===== config.mk =====
export PLATFORM = sky130hd
export DESIGN_NAME = gcd
export DESIGN_NICKNAME = d
export VERILOG_FILES = /design/src/rtl/gcd_pkg.sv /design/src/rtl/gcd_datapath.sv /design/src/rtl/gcd.sv
export SDC_FILE = /design/constraint.sdc
export NUM_CORES = 1
export LEC_CHECK = 0
export ABC_AREA = 1
export BUFFER_PORTS_ARGS = -buffer_cell sky130_fd_sc_hd__buf_2
export CAP_MARGIN = 20
export CORE_MARGIN = 2
export CORE_UTILIZATION = 45
export CTS_BUF_LIST = sky130_fd_sc_hd__clkbuf_8
export DETAILED_ROUTE_END_ITERATION = 8
export PLACE_DENSITY = 0.75
export RECOVER_POWER = 100
export SLEW_MARGIN = 20
export SYNTH_ARGS = -nofsm -noshare
export SYNTH_HDL_FRONTEND = slang
export SYNTH_HIERARCHICAL = 1
export SYNTH_SLANG_ARGS = --single-unit

===== constraint.sdc =====
create_clock -name clk -period 4.6 [get_ports clk]
set_clock_uncertainty 0.05 [all_clocks]
set_input_delay 0 -clock clk [delete_from_list [all_inputs] [get_ports clk]]
set_output_delay 0 -clock clk [all_outputs]
set_load 0.01 [all_outputs]

===== src/rtl/gcd_pkg.sv =====
// rtl/gcd_pkg.sv - shared types and constants for the gcd block
//   GCD_WIDTH   : default operand/result width
//   gcd_state_t : controller states IDLE, CALC, DONE
package gcd_pkg;

  localparam int GCD_WIDTH = 16;

  typedef enum logic [1:0] {
    IDLE = 2'd0,
    CALC = 2'd1,
    DONE = 2'd2
  } gcd_state_t;

endpackage


===== src/rtl/gcd_datapath.sv =====
// rtl/gcd_datapath.sv - x/y operand registers with compare, subtract and zero detect
//   clk      : rising-edge clock
//   rst      : synchronous active-high reset, clears x and y
//   i_load   : capture i_a/i_b into x/y
//   i_step   : one subtract step, smaller operand taken from the larger
//   i_a/i_b  : operands, only looked at while i_load is high
//   o_x/o_y  : current operand registers
//   o_x_zero/o_y_zero/o_x_eq_y/o_x_gt_y : compare results on the current registers
module gcd_datapath #(
  parameter int WIDTH = 16
) (
  input  logic             clk,
  input  logic             rst,
  input  logic             i_load,
  input  logic             i_step,
  input  logic [WIDTH-1:0] i_a,
  input  logic [WIDTH-1:0] i_b,
  output logic [WIDTH-1:0] o_x,
  output logic [WIDTH-1:0] o_y,
  output logic             o_x_zero,
  output logic             o_y_zero,
  output logic             o_x_eq_y,
  output logic             o_x_gt_y
);

  logic [WIDTH-1:0] r_x;
  logic [WIDTH-1:0] r_y;
  logic             w_x_gt_y;

  assign w_x_gt_y = (r_x > r_y);

  always_ff @(posedge clk) begin
    if (rst) begin
      r_x <= '0;
      r_y <= '0;
    end else if (i_load) begin
      r_x <= i_a;
      r_y <= i_b;
    end else if (i_step) begin
      // The larger register always loses the smaller, so the difference cannot wrap.
      if (w_x_gt_y) begin
        r_x <= r_x - r_y;
      end else begin
        r_y <= r_y - r_x;
      end
    end
  end

  assign o_x      = r_x;
  assign o_y      = r_y;
  assign o_x_zero = (r_x == '0);
  assign o_y_zero = (r_y == '0);
  assign o_x_eq_y = (r_x == r_y);
  assign o_x_gt_y = w_x_gt_y;

endmodule


===== src/rtl/gcd.sv =====
// rtl/gcd.sv - subtractive greatest-common-divisor engine with go/done handshake
//   clk  : rising-edge clock
//   rst  : synchronous active-high reset
//   go   : start request (level); must drop after done before the next start
//   a, b : unsigned operands, captured on the start edge only
//   done : registered result-valid flag, held while go stays high
//   ans  : registered result, held until the next completion or reset
module gcd
  import gcd_pkg::*;
#(
  parameter int WIDTH = GCD_WIDTH
) (
  input  logic             clk,
  input  logic             rst,
  input  logic             go,
  input  logic [WIDTH-1:0] a,
  input  logic [WIDTH-1:0] b,
  output logic             done,
  output logic [WIDTH-1:0] ans
);

  gcd_state_t       r_state;
  logic             r_done;
  logic [WIDTH-1:0] r_ans;

  logic [WIDTH-1:0] w_x;
  logic [WIDTH-1:0] w_y;
  logic             w_x_zero;
  logic             w_y_zero;
  logic             w_x_eq_y;
  logic             w_x_gt_y;
  logic             w_load;
  logic             w_finish;
  logic             w_step;

  // Any of the three terminating conditions ends the calculation; otherwise subtract.
  assign w_load   = (r_state == IDLE) && go;
  assign w_finish = w_x_zero || w_y_zero || w_x_eq_y;
  assign w_step   = (r_state == CALC) && !w_finish;

  gcd_datapath #(
    .WIDTH (WIDTH)
  ) u_datapath (
    .clk      (clk),
    .rst      (rst),
    .i_load   (w_load),
    .i_step   (w_step),
    .i_a      (a),
    .i_b      (b),
    .o_x      (w_x),
    .o_y      (w_y),
    .o_x_zero (w_x_zero),
    .o_y_zero (w_y_zero),
    .o_x_eq_y (w_x_eq_y),
    .o_x_gt_y (w_x_gt_y)
  );

  always_ff @(posedge clk) begin
    if (rst) begin
      r_state <= IDLE;
      r_done  <= 1'b0;
      r_ans   <= '0;
    end else begin
      unique case (r_state)
        IDLE: begin
          if (go) begin
            r_state <= CALC;
          end
        end
        CALC: begin
          // x==0 yields y (covers gcd(0,0)=0); y==0 or x==y yields x.
          if (w_finish) begin
            r_ans   <= w_x_zero ? w_y : w_x;
            r_done  <= 1'b1;
            r_state <= DONE;
          end
        end
        DONE: begin
          // Holding go keeps the result up; only a drop of go re-arms the engine.
          if (!go) begin
            r_done  <= 1'b0;
            r_state <= IDLE;
          end
        end
        default: begin
          r_state <= IDLE;
          r_done  <= 1'b0;
        end
      endcase
    end
  end

  assign done = r_done;
  assign ans  = r_ans;

endmodule


==> qor.txt, run 1 <==
status = complete, but fails checks
failing checks = hold timing
via count = 4546
number of global-route vias before repair = 4434
Syn Nets = 788
area growth from synthesis to layout = 7.44%
post-synthesis cell count = 720
worst-margin pin slew = 0.773 ns
Worst-path clk slew = 0.10 ns
synth cell count leaders = nand2_1 (198), inv_1 (103), nand3_1 (61)
Core ar. = 9680 µm²
Routed wire per std cell = 13.9 µm
post-synth top area cell = dfxtp_1
adder-cell share of the synthesized area = 0.0960
DRC violations left = 0
main combinational cell family by area after synthesis = simple AND/OR/NAND/NOR gates
gr usage total = 0.231
number of synthesized register bits = 51
max frequency = 293 MHz
Die Ht = 104 µm
PortBufs = 51
First DRT Iteration DRCs = 300
Yosys warning count = 6
remaining antenna violation count = 0
Final Max Slew Viols = 0
leading post-synthesis cells by cell area = dfxtp_1 (23%), nand2_1 (17%), ha_1 (8.7%)
post-CTS sizing = 0
final core utilization = 0.495
MaxCap Viol Count = 0
CP peak stage delay = 0.63 ns
clock insertion delay at the later pin of the skew report = 0.30 ns
endpoints failing setup = 0
arrival time of the worst setup path = 3.54 ns
critical path data required time = 4.72 ns
complex-gate fraction of the synthesized area = 0.144
unrepaired setup endpoints after global routing = no
Clock Tree Buf Depth = 2
# diodes = 0
RePlAce Congestion = 0.965
worst-path cell chain = inv_1 -> ha_1 -> nand2_1 -> nor3_1 -> inv_1 -> nor2_1 -> nand3_1 -> inv_1 -> nor2_1 -> nand2_1 -> nand2_1 -> nand2_1 -> a21oi_1
Post-Synth XOR/XNOR Area = 0.0177
GRT overflow = 0
I/O pins = 52
Setup Crit Path Kind = register to register
Rows = 36
Die X = 104 µm
Post-Synth Simple-Gate Area = 0.381
Net count, final = 832
fraction of layout cells with a size suffix above 1 = 0.0967
Slowest-stage cell, CP = nand2_1
fill count = 1049
Max-slew headroom = 0.483
CTS root buf = clkbuf_8
initial antenna violation count = 0
Pre-antenna DRT Iters = 5
Tmin final = 3.42 ns
Routed WL = 12400 µm
first-pass GRT wire length = 20400 µm
hpwl dp = 9760 µm
worst path bufs/invs = 3
largest net degree at the start of global routing = 36
CP dominant cell by count = nand2_1
Worst Hold Class = input pin to register
share of the synthesized area in the top cell type = 0.229
proportion of synthesized area in mux cells = 0
period utilization = 0.743
post-synthesis cell type count = 38
most common cell in the netlist = nand2_1
sequential fraction of the synthesis area = 0.229
Vias/cell = 5.06
hold_ws = -0.00555 ns
Final Hold Fails = 1
Synth Flop Type = dfxtp_1
CTS Buf Count = 5
synthesized area = 4460 µm²
Synth async-reset ratio = 0
Starting Density = 0.460
type of origin of the critical path = register
clk sinks = 51
CTS tree = yes
Die Footprint = 10700 µm²
CP endpoint kind = register
Top delay family on crit path = simple AND/OR/NAND/NOR gates
Setup TNS = 0 ns
peak fanout along the critical path = 18
H-tree levels = 2
Synth Area per Inst = 6.19 µm²
number of flops mapped to enable cells by yosys = 0
-- cells in the final DEF, fill, tap and decap left out --
| cell type | n |
|---|---|
| a21o_1 | 1 |
| a21oi_1 | 52 |
| a21oi_2 | 3 |
| a31oi_1 | 2 |
| and3_1 | 1 |
| buf_2 | 34 |
| buf_4 | 3 |
| clkbuf_1 | 17 |
| clkbuf_8 | 6 |
| clkinv_4 | 1 |
| clkinvlp_4 | 1 |
| dfxtp_1 | 51 |
| dlygate4sd3_1 | 11 |
| fa_1 | 2 |
| ha_1 | 31 |
| inv_1 | 103 |
| inv_2 | 2 |
| inv_4 | 1 |
| nand2_1 | 203 |
| nand2_2 | 13 |
| nand3_1 | 63 |
| nand3b_1 | 2 |
| nand4_1 | 12 |
| nor2_1 | 68 |
| nor2_2 | 5 |
| nor2_4 | 1 |
| nor2_8 | 1 |
| nor3_1 | 2 |
| nor4_1 | 1 |
| nor4_2 | 1 |
| o21ai_0 | 56 |
| o21bai_1 | 4 |
| or2_2 | 2 |
| xnor2_1 | 2 |
| xor2_1 | 7 |
-- registers in the layout, indices dropped and copies added (netlist names) --
| signal | count |
|---|---|
| r_state | 2 |
| done | 1 |
| u_datapath/o_x | 16 |
| u_datapath/o_y | 16 |
| ans | 16 |
-- routing by layer --
metal  routed length [µm]  vias to the layer above  GRT usage
li1                     -                     2360          -
met1                 5510                     2036      0.279
met2                 5950                      127      0.412
met3                  646                       23     0.0415
met4                  343                        0     0.0763
met5                    0                        -          0
-- stage by stage --
| step | hold slack (ns) | instance area, µm² | cells | setup WS (ns) |
|---|---|---|---|---|
| floorplan | 0.115 | 4460 | 720 | 2.12 |
| global placement | 0.249 | 4720 | 879 | 1.86 |
| detailed placement | 0.254 | 4720 | 879 | 1.78 |
| CTS | 0.00952 | 4930 | 898 | 1.77 |
| global route | 0.0187 | 4790 | 898 | 0.804 |
| finish | -0.00555 | 4790 | 898 | 1.18 |
-- cell families (layout without fill, tap and decap cells) --
family | after synthesis | after routing
flops | 51 | 51
fa+ha+maj | 33 | 33
buf+inv | 134 | 179
compound gates | 118 | 118
simple gates | 375 | 375
xor+xnor | 9 | 9
-- cell type report --
class,instances,area (µm²),share of cell area
clock buffers,6,82.6,0.0172
clock inverters,2,16.3,0.00340
inverters,106,400,0.0836
multi-input cells,535,2740,0.571
flip-flops and latches,51,1020,0.213
well taps,133,166,0.0347
repair buffers,65,367,0.0765
-- worst register-to-register path, cell delays in order, from the launching register on --
cell and delay [ns]:
dfxtp_1 0.38, inv_1 0.08, ha_1 0.43, nand2_1 0.14
nor3_1 0.24, inv_1 0.08, nor2_1 0.14, nand3_1 0.19
inv_1 0.11, nor2_1 0.06, nand2_1 0.44, nand2_1 0.64
nand2_1 0.22, a21oi_1 0.08
-- path summary, 6_finish.rpt --
kind	depth (start not counted)	startpoint	end	slack, ns
setup / recovery	13	u_datapath/o_x[12]	ans[4]	1.18
hold / removal	5	a[1]	u_datapath/o_x[1]	-0.006
setup reg to reg	13	u_datapath/o_x[12]	ans[4]	1.18
hold reg to reg	2	ans[7]	ans[7]	0.42
-- what timing repair did --
| item | in CTS | in global routing |
|---|---|---|
| hold buffers | 11 | 0 |
| buffers inserted | 0 | 0 |
| hold endpoints to repair | 12 | 0 |
Power of run 1 is not shown: default switching activity piles up to over one toggle a cycle in this logic, so the estimate is an artifact.
==> run 2, diff against run 1 <==
--- a/config.mk
+++ b/config.mk
@@ -5,14 +5,14 @@
 export SDC_FILE = /design/constraint.sdc
 export NUM_CORES = 1
 export LEC_CHECK = 0
-export ABC_AREA = 1
+export ABC_AREA = 0
 export BUFFER_PORTS_ARGS = -buffer_cell sky130_fd_sc_hd__buf_2
 export CAP_MARGIN = 20
 export CORE_MARGIN = 2
 export CORE_UTILIZATION = 45
 export CTS_BUF_LIST = sky130_fd_sc_hd__clkbuf_8
 export DETAILED_ROUTE_END_ITERATION = 8
-export PLACE_DENSITY = 0.75
+export PLACE_DENSITY = 0.78
 export RECOVER_POWER = 100
 export SLEW_MARGIN = 20
 export SYNTH_ARGS = -nofsm -noshare
==> constraint.sdc (replaced) <==
create_clock -name clk -period 2.8 [get_ports clk]
set_clock_uncertainty 0.05 [all_clocks]
set_input_delay 0 -clock clk [delete_from_list [all_inputs] [get_ports clk]]
set_output_delay 0 -clock clk [all_outputs]
set_load 0.01 [all_outputs]
==> run 2 against run 1 <==
The flow now finishes without violations. Non-clock buffer count is 74 higher. Sequential share of layout area is 1.7 points lower. Via count is 0.42% higher. Count of clock-buffer cells in the layout is 1 lower. Fmax is 23% higher. Critical endpoint is now u_datapath/o_y[3].
==> qor.txt, run 2 <==
status = complete, no violations
Synth Flop Type = dfxtp_1
sequential fraction of the synthesis area = 0.244 (+0.0150)
Static Leak = 2.12 nW
gr usage total = 0.254 (+0.0230)
Die Ht = 100 µm (-3.0%)
Max-slew headroom = 0.588 (+0.105)
remaining antenna violation count = 0 (unchanged)
Slowest-stage cell, CP = nor4_1
Post-Synth Simple-Gate Area = 0.205 (-0.176)
initial antenna violation count = 0 (unchanged)
First DRT Iteration DRCs = 641 (+110%)
adder-cell share of the synthesized area = 0.102 (+0.00628)
CTS Buf Count = 5 (unchanged)
Tmin final = 2.79 ns (-0.629 ns)
proportion of synthesized area in mux cells = 0.0433 (+0.0433)
Final Cell Area = 5200 µm² (+8.5%)
pre-CTS setup slack = 0.0693 ns (-1.71 ns)
Routed wire per std cell = 18.0 µm (+30%)
fin worst setup slack = 0.0109 ns (-1.17 ns)
Die X = 100 µm (-3.0%)
Starting Density = 0.457 (-0.00319)
post-synthesis cell count = 520 (-28%)
hold_ws = 0.0143 ns (+0.0198 ns)
most common cell after layout, fill and taps aside = a21oi_1
number of synthesized register bits = 51 (unchanged)
post-synthesis cell type count = 73 (+92%)
complex-gate fraction of the synthesized area = 0.258 (+0.114)
leading post-synthesis cells by cell area = dfxtp_1 (24%), ha_1 (9.3%), a21oi_1 (7.1%)
Final Max Slew Viols = 0 (unchanged)
post-placement cell count = 705 (-20%)
Worst Hold Class = input pin to register
Vias/cell = 6.13 (+21%)
sw frac = 0.489
via count = 4565 (+0.42%)
fin cells = 745 (-17%)
Core ar. = 9150 µm² (-5.5%)
Peak supply drop = 0.344 mV
MaxCap Viol Count = 0 (unchanged)
first-pass GRT wire length = 20300 µm (-0.54%)
worst-margin pin slew = 0.618 ns (-0.156 ns)
RePlAce Congestion = 1.01 (+4.9%)
peak fanout along the critical path = 6 (-12)
fill count = 758 (-28%)
Worst-path clk slew = 0.09 ns (about the same)
worst path bufs/invs = 3 (unchanged)
PortBufs = 51 (unchanged)
I/O pins = 52 (unchanged)
Final Hold Fails = 0 (-1)
Power Dens Cells = 927 nW/µm²
number of flops mapped to enable cells by yosys = 0 (unchanged)
CP peak stage delay = 0.49 ns (-0.14 ns)
Rows = 35 (-2.8%)
Clk pwr share = 0.088
Post-Synth XOR/XNOR Area = 0.0460 (+0.0284)
number of global-route vias before repair = 4180 (-5.7%)
Internal Power = 2.46 mW
Power, Total = 4.82 mW
Net count, final = 701 (-16%)
# diodes = 0 (unchanged)
synthesized area = 4190 µm² (-6.1%)
Top delay family on crit path = simple AND/OR/NAND/NOR gates
Synth Area per Inst = 8.05 µm² (+30%)
period utilization = 0.996 (+0.253)
hpwl dp = 9680 µm (-0.82%)
Yosys warning count = 6 (unchanged)
largest net degree at the start of global routing = 36 (unchanged)
Switching Power = 2.36 mW
arrival time of the worst setup path = 3.00 ns (-0.54 ns)
Synth async-reset ratio = 0 (unchanged)
worst-path cell chain = buf_4 -> nor4_1 -> and4_1 -> nor3_2 -> and3_1 -> inv_1 -> nor3b_1 -> a311o_2 -> buf_4 -> nor3_1 -> a221o_1
clk sinks = 51 (unchanged)
most common cell in the netlist = a21oi_1
post-synth top area cell = dfxtp_1
logic gate share of total power = 0.715
Cell Area, Placed = 4780 µm² (+1.2%)
synth cell count leaders = a21oi_1 (59), inv_1 (54), dfxtp_1 (51)
GRT overflow = 0 (unchanged)
Die Footprint = 10100 µm² (-5.9%)
Routed WL = 13400 µm (+7.6%)
max frequency = 359 MHz (+23%)
Setup Crit Path Kind = register to register
critical path data required time = 3.01 ns (-1.71 ns)
area growth from synthesis to layout = 24.2%
Reg power frac = 0.197
DRC violations left = 0 (unchanged)
share of the synthesized area in the top cell type = 0.244 (+0.0150)
Syn Nets = 588 (-25%)
CTS tree = yes
endpoints failing setup = 0 (unchanged)
CTS root buf = clkbuf_8
clock insertion delay at the later pin of the skew report = 0.31 ns (about the same)
type of origin of the critical path = register
most frequent cells in the layout = a21oi_1 (58), inv_1 (55), buf_4 (52)
Setup TNS = 0 ns (unchanged)
main combinational cell family by area after synthesis = compound AO/OA/AOI/OAI gates
CP endpoint kind = register
H-tree levels = 2 (unchanged)
fraction of layout cells with a size suffix above 1 = 0.210 (+0.113)
Pre-antenna DRT Iters = 8 (+3)
CP dominant cell by count = buf_4
final core utilization = 0.568 (+0.0732)
Clock Tree Buf Depth = 2 (unchanged)
## run 2: final timing paths
kind / to / from / cells after the start / slack (ns)
setup / recovery: u_datapath/o_y[3] / u_datapath/o_y[4] / 11 / 0.01
hold / removal: u_datapath/o_x[2] / a[2] / 4 / 0.01
setup reg to reg: u_datapath/o_y[3] / u_datapath/o_y[4] / 11 / 0.01
hold reg to reg: ans[11] / ans[11] / 2 / 0.43
## run 2: what timing repair did
item                                    in CTS  in global routing
resized for setup                            1                 17
hold buffers                                29                  0
pin swaps                                    1                  4
hold endpoints to repair                    29                  0
buffers inserted                             2                  1
endpoints found under the setup margin       4                 23
## run 2: metal layers
layer	GRT usage	wire, µm
met3	0.0432	1250
met5	0	0
met2	0.399	5910
met4	0.123	626
met1	0.336	5610
## run 2: logic make-up (layout without fill, tap and decap cells)
kind of cell,Yosys count,after routing
buffers and inverters,87,201
flip-flops,51,51
adder cells (fa/ha/maj),33,33
AND/OR/NAND/NOR,150,150
multiplexers,18,18
AO/OA/AOI/OAI,159,159
XOR/XNOR,22,22
## run 2: power groups by stage
stage	sequential, mW	combinational [mW]	clock (mW)
after floorplan	0.979	2.21	0
after global placement	0.947	3.05	0
after detailed placement	0.955	3.15	0
after CTS	0.939	3.24	0.431
after global routing	0.958	3.66	0.456
final	0.949	3.45	0.424
## run 2: worst min-delay path, cell delays in order
cell,delay [ns]
buf_2,0.09
a32oi_1,0.05
o21ai_1,0.08
and2b_1,0.13
## run 2: layout make-up
class	instances	area [µm²]	area share
Clock buffer	5	68.8	0.0132
Multi-Input combinational cell	382	2800	0.538
Inverter	54	203	0.0390
Tap cell	111	139	0.0267
Sequential cell	51	1020	0.196
Timing Repair Buffer	139	952	0.183
Clock inverter	3	16.3	0.00313
Power figures use the tool's default switching activity.
